<file path="src/rtl/dmem_lsu.sv">
// Byte/half/word data memory with req/ack handshake and LATENCY wait states.
// Optional macro DMEM_BOUNDS_EN flags addresses beyond DEPTH*4 bytes as errors.
module dmem_lsu #(
   parameter int DEPTH     = 64,
   parameter int LATENCY   = 1,
   parameter     INIT_FILE = "mem.txt"
) (
   input  logic        clk,
   input  logic        reset,
   input  logic        i_req,
   input  logic        i_we,
   input  logic [1:0]  i_size,
   input  logic        i_sign_ext,
   input  logic [31:0] i_addr,
   input  logic [31:0] i_wd,
   output logic [31:0] o_rd,
   output logic        o_busy,
   output logic        o_ack,
   output logic        o_err
);

   localparam int         AW     = $clog2(DEPTH);
   localparam logic [2:0] LAT_M1 = (LATENCY > 0) ? 3'(LATENCY - 1) : 3'd0;

   typedef enum logic [1:0] {S_IDLE, S_WAIT, S_RESP} state_t;

   state_t      r_state;
   logic [2:0]  r_cnt;
   logic [31:0] r_mem [DEPTH];
   logic [31:0] r_rd, r_pend_rd;
   logic        r_err, r_pend_err, r_ack, r_busy;

   logic [AW-1:0] w_idx;
   logic [1:0]    w_lane;
   logic [31:0]   w_word, w_ld, w_result, w_wdata;
   logic [7:0]    w_byte;
   logic [15:0]   w_half;
   logic [3:0]    w_be;
   logic          w_oor, w_misalign, w_err, w_accept, w_mem_we;

   assign w_idx  = i_addr[AW+1:2];
   assign w_lane = i_addr[1:0];
   assign w_word = r_mem[w_idx];

`ifdef DMEM_BOUNDS_EN
   assign w_oor = |i_addr[31:AW+2];
`else
   logic w_unused_hi;
   assign w_unused_hi = ^i_addr[31:AW+2];
   assign w_oor       = 1'b0;
`endif

   assign w_misalign = (i_size == 2'b11)
                     | ((i_size == 2'b01) & i_addr[0])
                     | ((i_size == 2'b10) & (|i_addr[1:0]));
   assign w_err      = w_misalign | w_oor;
   assign w_accept   = (r_state == S_IDLE) & i_req;
   assign w_mem_we   = w_accept & i_we & ~w_err & ~reset;

   assign w_byte = 8'(w_word >> {w_lane, 3'b000});
   assign w_half = w_lane[1] ? w_word[31:16] : w_word[15:0];

   // NOTE: every signal driven in always_comb gets a default first, so no latch is inferred.
   always_comb begin
      w_ld = '0;
      case (i_size)
         2'b00:   w_ld = {{24{i_sign_ext & w_byte[7]}}, w_byte};
         2'b01:   w_ld = {{16{i_sign_ext & w_half[15]}}, w_half};
         2'b10:   w_ld = w_word;
         default: w_ld = '0;
      endcase
   end

   assign w_result = (i_we | w_err) ? '0 : w_ld;

   always_comb begin
      w_be    = 4'b0000;
      w_wdata = i_wd;
      case (i_size)
         2'b00: begin
            w_be    = 4'b0001 << w_lane;
            w_wdata = {4{i_wd[7:0]}};
         end
         2'b01: begin
            w_be    = w_lane[1] ? 4'b1100 : 4'b0011;
            w_wdata = {2{i_wd[15:0]}};
         end
         2'b10:   w_be = 4'b1111;
         default: w_be = 4'b0000;
      endcase
   end

   // NOTE: the storage array has no reset; contents survive reset and are not cleared.
   always_ff @(posedge clk) begin
      if (w_mem_we) begin
         for (int i = 0; i < 4; i++) begin
            if (w_be[i]) r_mem[w_idx][i*8 +: 8] <= w_wdata[i*8 +: 8];
         end
      end
   end

   // NOTE: sequential state uses non-blocking assignments only, so every register samples pre-edge values.
   always_ff @(posedge clk or posedge reset) begin
      if (reset) begin
         r_state    <= S_IDLE;
         r_cnt      <= '0;
         r_rd       <= '0;
         r_err      <= 1'b0;
         r_ack      <= 1'b0;
         r_busy     <= 1'b0;
         r_pend_rd  <= '0;
         r_pend_err <= 1'b0;
      end else begin
         r_ack <= 1'b0;
         case (r_state)
            S_IDLE: begin
               if (i_req) begin
                  r_busy     <= 1'b1;
                  r_pend_rd  <= w_result;
                  r_pend_err <= w_err;
                  if (LATENCY == 0) begin
                     r_state <= S_RESP;
                     r_ack   <= 1'b1;
                     r_rd    <= w_result;
                     r_err   <= w_err;
                  end else begin
                     r_state <= S_WAIT;
                     r_cnt   <= LAT_M1;
                  end
               end
            end
            S_WAIT: begin
               if (r_cnt == 3'd0) begin
                  r_state <= S_RESP;
                  r_ack   <= 1'b1;
                  r_rd    <= r_pend_rd;
                  r_err   <= r_pend_err;
               end else begin
                  r_cnt <= r_cnt - 3'd1;
               end
            end
            S_RESP: begin
               r_busy  <= 1'b0;
               r_state <= S_IDLE;
            end
            default: r_state <= S_IDLE;
         endcase
      end
   end

   assign o_rd   = r_rd;
   assign o_err  = r_err;
   assign o_ack  = r_ack;
   assign o_busy = r_busy;

endmodule

</file>
<file path="config.mk">
export PLATFORM = sky130hd
export DESIGN_NAME = dmem_lsu
export DESIGN_NICKNAME = d
export VERILOG_FILES = /design/src/rtl/dmem_lsu.sv
export SDC_FILE = /design/constraint.sdc
export NUM_CORES = 2
export LEC_CHECK = 0
export CAP_MARGIN = 20
export CORE_MARGIN = 4
export CORE_UTILIZATION = 56
export DETAILED_ROUTE_END_ITERATION = 6
export GPL_TIMING_DRIVEN = 1
export PLACE_DENSITY_LB_ADDON = 0.15
export SYNTH_ARGS = -nofsm -noshare
export SYNTH_HDL_FRONTEND = slang
export SYNTH_SLANG_ARGS = --single-unit
</file>
<file path="constraint.sdc">
create_clock -name clk -period 2.4 [get_ports clk]
set_input_delay 0.6 -clock clk [delete_from_list [all_inputs] [get_ports clk]]
set_output_delay 0.6 -clock clk [all_outputs]
set_load 0.01 [all_outputs]
</file>
==> impl_metrics.tcl <==
set metrics [dict create \
    worst_slew_margin_rel 0.496 \
    setup_viol 1978 \
    grt_max_degree 65 \
    postLayoutSetupSlackWorst_ps -388 \
    crit_family "compound AO/OA/AOI/OAI gates" \
    cts_root_buffer "clkbuf_16" \
    grt_pass1_wl_um 399000 \
    cts.sinks 2121 \
    vias 55449 \
    area_growth_pct 31.9 \
    cp.required_ps 3100 \
    path_cells "buf_16, bufbuf_16, and2_1, buf_6, a22o_1, a221oi_4, o221ai_4, nor4_4, buf_4, a21oi_4, a31oi_4, buf_12, a41oi_2" \
    die_area_sq_um 153000 \
    grt_pass1_vias 51817 \
    synthArstFlopShare 0.0344 \
    synth_area_leaders "edfxtp_1 75%, a22oi_1 3.9%, dfrtp_1 2.2%, mux2_2 1.8%, mux2i_1 1.5%" \
    hold_violations 0 \
    path_clk_slew_ps 60 \
    yosysMostFrequentCell "edfxtp_1" \
    violations "setup timing" \
    critPathLaunchType "primary input" \
    path_buf_inv 5 \
    period_share 1.16 \
    ys_ff_latch 2121 \
    post-dp-hpwl_um 196000 \
    syn_nets 4842 \
    synthDistinctLibCells 86 \
    hold_class "in -> reg" \
    max_stage_delay_ps 500 \
    clkLatencyLatePin_ps 860 \
    reg2reg_from "r_mem[34][7]$_DFFE_PP_" \
    drv_slew 0 \
    synth_top_area_share 0.749 \
    rows 140 \
    worstPathArrival_ps 3490 \
    synth_ff_type "edfxtp_1" \
    worst-path-stages 13 \
    clock_skew_ps 22.5 \
    whs_ps 103 \
    drcViolationCount 0 \
    r2r_setup_slack_ps -360 \
    p_int_mw 61.6 \
    stdcell_count 7976 \
    final.fill_count 8364 \
    crit_slowest_cell "nor4_4" \
    grt_setup_unrepaired "true" \
    drive_gt1_frac 0.364 \
    netlist_area_sq_um 82100 \
    synth_commonest_cells "2048 x edfxtp_1, 423 x a22oi_1, 306 x nor2_1, 156 x nand2_1, 135 x buf_2" \
    cap_viol_max_count 0 \
    min_to "r_mem[29][4]$_DFFE_PP_" \
    synth.yosys.warnings 0 \
    worst_pin_slew_ps 756 \
    synth_edf_count 2048 \
    place_ws_ps -1800 \
    dp.cells 7494 \
    p_sw_frac 0.232 \
    die_h_um 391 \
    synth_cells 4769 \
    drtIter0Drc 9467 \
    clockPowerShare 0.391 \
    status "complete, but fails checks" \
    overflow 0 \
    antenna_found_initial 8 \
    period_needed_ps 2790 \
    start_util 0.563 \
    gp_congestion 0.974 \
    wl_per_cell_um 37.1 \
    dr.pass1.iters 6 \
    synth_top_area_cell "edfxtp_1" \
    die_width_um 391 \
    totalWireLength_um 296000 \
    crit_type "in -> reg" \
    ioPinCount 106 \
    ir_worst_vdd_mv 0.778 \
    port_buffers 81 \
    nets 5960 \
    power.switching_mw 18.6 \
    track_usage 0.374 \
    r2r_cells 11 \
    powerDensity_nw_per_um2 740 \
    p_total_mw 80.1 \
    power.leakage_nw 35.8 \
    avgSynthCellArea_sq_um 17.2 \
    multi_input_area_sq_um 20400 \
    ant_nets 0 \
    cp_max_fo 11 \
    final-seq-area_sq_um 63300 \
    pwr-share-comb 0.094 \
    ys_seq_area_frac 0.771 \
    core_area_sq_um 146000 \
    setup_tns_ps -156410 \
    vias_per_cell 6.95 \
    numCtsBuffers 205 \
    endpoint_kind "flip-flop" \
    cts_tree "built" \
    h-tree-depth 4 \
    max_freq_mhz 359 \
    worstHoldStart "i_wd[4]" \
    whs_path_depth 1 \
    r2r-end "r_pend_rd[27]$_DFFE_PP0P_" \
    pwr-share-seq 0.515 \
    cts_max_path_buffers 3 \
]
[flip-flops by register name, summed over array words and instances (netlist names)]
signal / cells
r_pend_rd: 32
o_err: 1
o_rd: 32
o_ack: 1
r_pend_err: 1
r_mem: 2048
r_cnt: 3
o_busy: 1
r_state: 2
[layout make-up]
cell class	count	area share
antenna	3	0.0000693
clock buffer	255	0.0504
clock inverter	121	0.00947
inverter	37	0.00137
multi-input combinational	2266	0.189
sequential	2121	0.585
tap	1917	0.0221
timing repair buffer	1256	0.143
[repair_timing]
item	CTS	global route
gates resized for setup	183	313
hold buffers	0	0
setup endpoints to repair	1958	2070
gates cloned	6	28
setup buffers	23	54
pin swaps	49	182
[per-stage QoR]
step | area (sq um) | util
floorplan | 84000 | -
global placement | 97900 | 0.671
detailed placement | 97900 | 0.671
CTS | 106000 | 0.725
global route | 108000 | 0.743
finish | 108000 | 0.743
[power by group through the flow]
stage          clock network [mW]  registers [mW]  logic, mW
2_1_floorplan                   0            42.1       2.92
3_3_place_gp                    0            42.0       6.46
3_5_place_dp                    0            42.0       6.58
4_1_cts                      31.5            41.2       6.88
5_1_grt                      33.1            41.2       7.70
6_report                     31.4            41.2       7.54
[worst register-to-register path, delay by kind of cell, from the launching register on]
| kind | cells | cell delay, ps |
|---|---|---|
| multiplexers | 1 | 230 |
| buffers and inverters | 3 | 570 |
| AO/OA/AOI/OAI | 6 | 880 |
| AND/OR/NAND/NOR | 1 | 500 |
| flip-flops | 1 | 430 |
[how the worst max path moves through the flow]
| stage | startpoint | to | slack, ps |
|---|---|---|---|
| 6_report | i_addr[2] | r_pend_rd[27]$_DFFE_PP0P_ | -390 |
| 5_1_grt | r_mem[37][7]$_DFFE_PP_ | r_pend_rd[27]$_DFFE_PP0P_ | -410 |
| 4_1_cts | i_addr[5] | r_pend_rd[22]$_DFFE_PP0P_ | -290 |
| 3_5_place_dp | i_addr[3] | r_pend_rd[16]$_DFFE_PP0P_ | -1800 |
| 3_3_place_gp | i_addr[4] | r_pend_rd[23]$_DFFE_PP0P_ | -1800 |
| 2_1_floorplan | i_addr[4] | r_pend_rd[17]$_DFFE_PP0P_ | -520 |
[per-layer routing]
| metal | part of all wire | vias up | routed length, um | global-route usage |
|---|---|---|---|---|
| met1 | 0.35 | 27964 | 103000 | 0.513 |
| li1 | - | 21968 | - | - |
| met2 | 0.45 | 4692 | 132000 | 0.556 |
| met3 | 0.14 | 819 | 41900 | 0.101 |
| met4 | 0.062 | 6 | 18500 | 0.190 |
| met5 | 0.0012 | - | 353 | 0 |
[cell usage in the layout (no fill, tap or decap), types with 15 or more instances in the layout]
cell type	synthesis	routed
a221oi_1	132	97
and3_1	20	15
nand4b_1	28	28
buf_4	29	672
o2111ai_1	26	21
o21ai_4	0	15
a221oi_2	3	34
mux2i_1	127	125
a211oi_1	31	19
buf_12	0	395
clkdlybuf4s50_1	0	66
clkinv_2	0	29
nor2_2	1	77
mux4_2	43	43
a221o_1	37	37
a22oi_1	423	408
nor2_4	0	188
and4b_1	15	15
mux2_2	129	127
nor4bb_1	19	18
o2bb2ai_1	19	18
clkbuf_1	118	43
a21oi_1	80	65
nand3_1	25	21
clkinv_1	1	55
dfrtp_1	73	73
clkbuf_16	0	234
edfxtp_1	2048	2048
nand4_1	42	42
buf_6	23	63
o21ai_0	56	37
inv_1	33	31
a22o_1	122	119
a31oi_1	69	56
nand2_1	156	133
a22oi_2	0	15
nor2_1	306	42
o22ai_1	46	35
[kinds of logic (layout without fill, tap and decap cells)]
group	count (synthesis)	count (layout)	synth area share
other cells	0	3	0
flops	2121	2121	0.771
mux	309	309	0.0464
fa+ha+maj	2	2	0.000305
simple gates	764	766	0.0480
buf+inv	386	1669	0.0231
compound gates	1187	1189	0.111
Note: power is estimated with default switching activity, not from simulation.
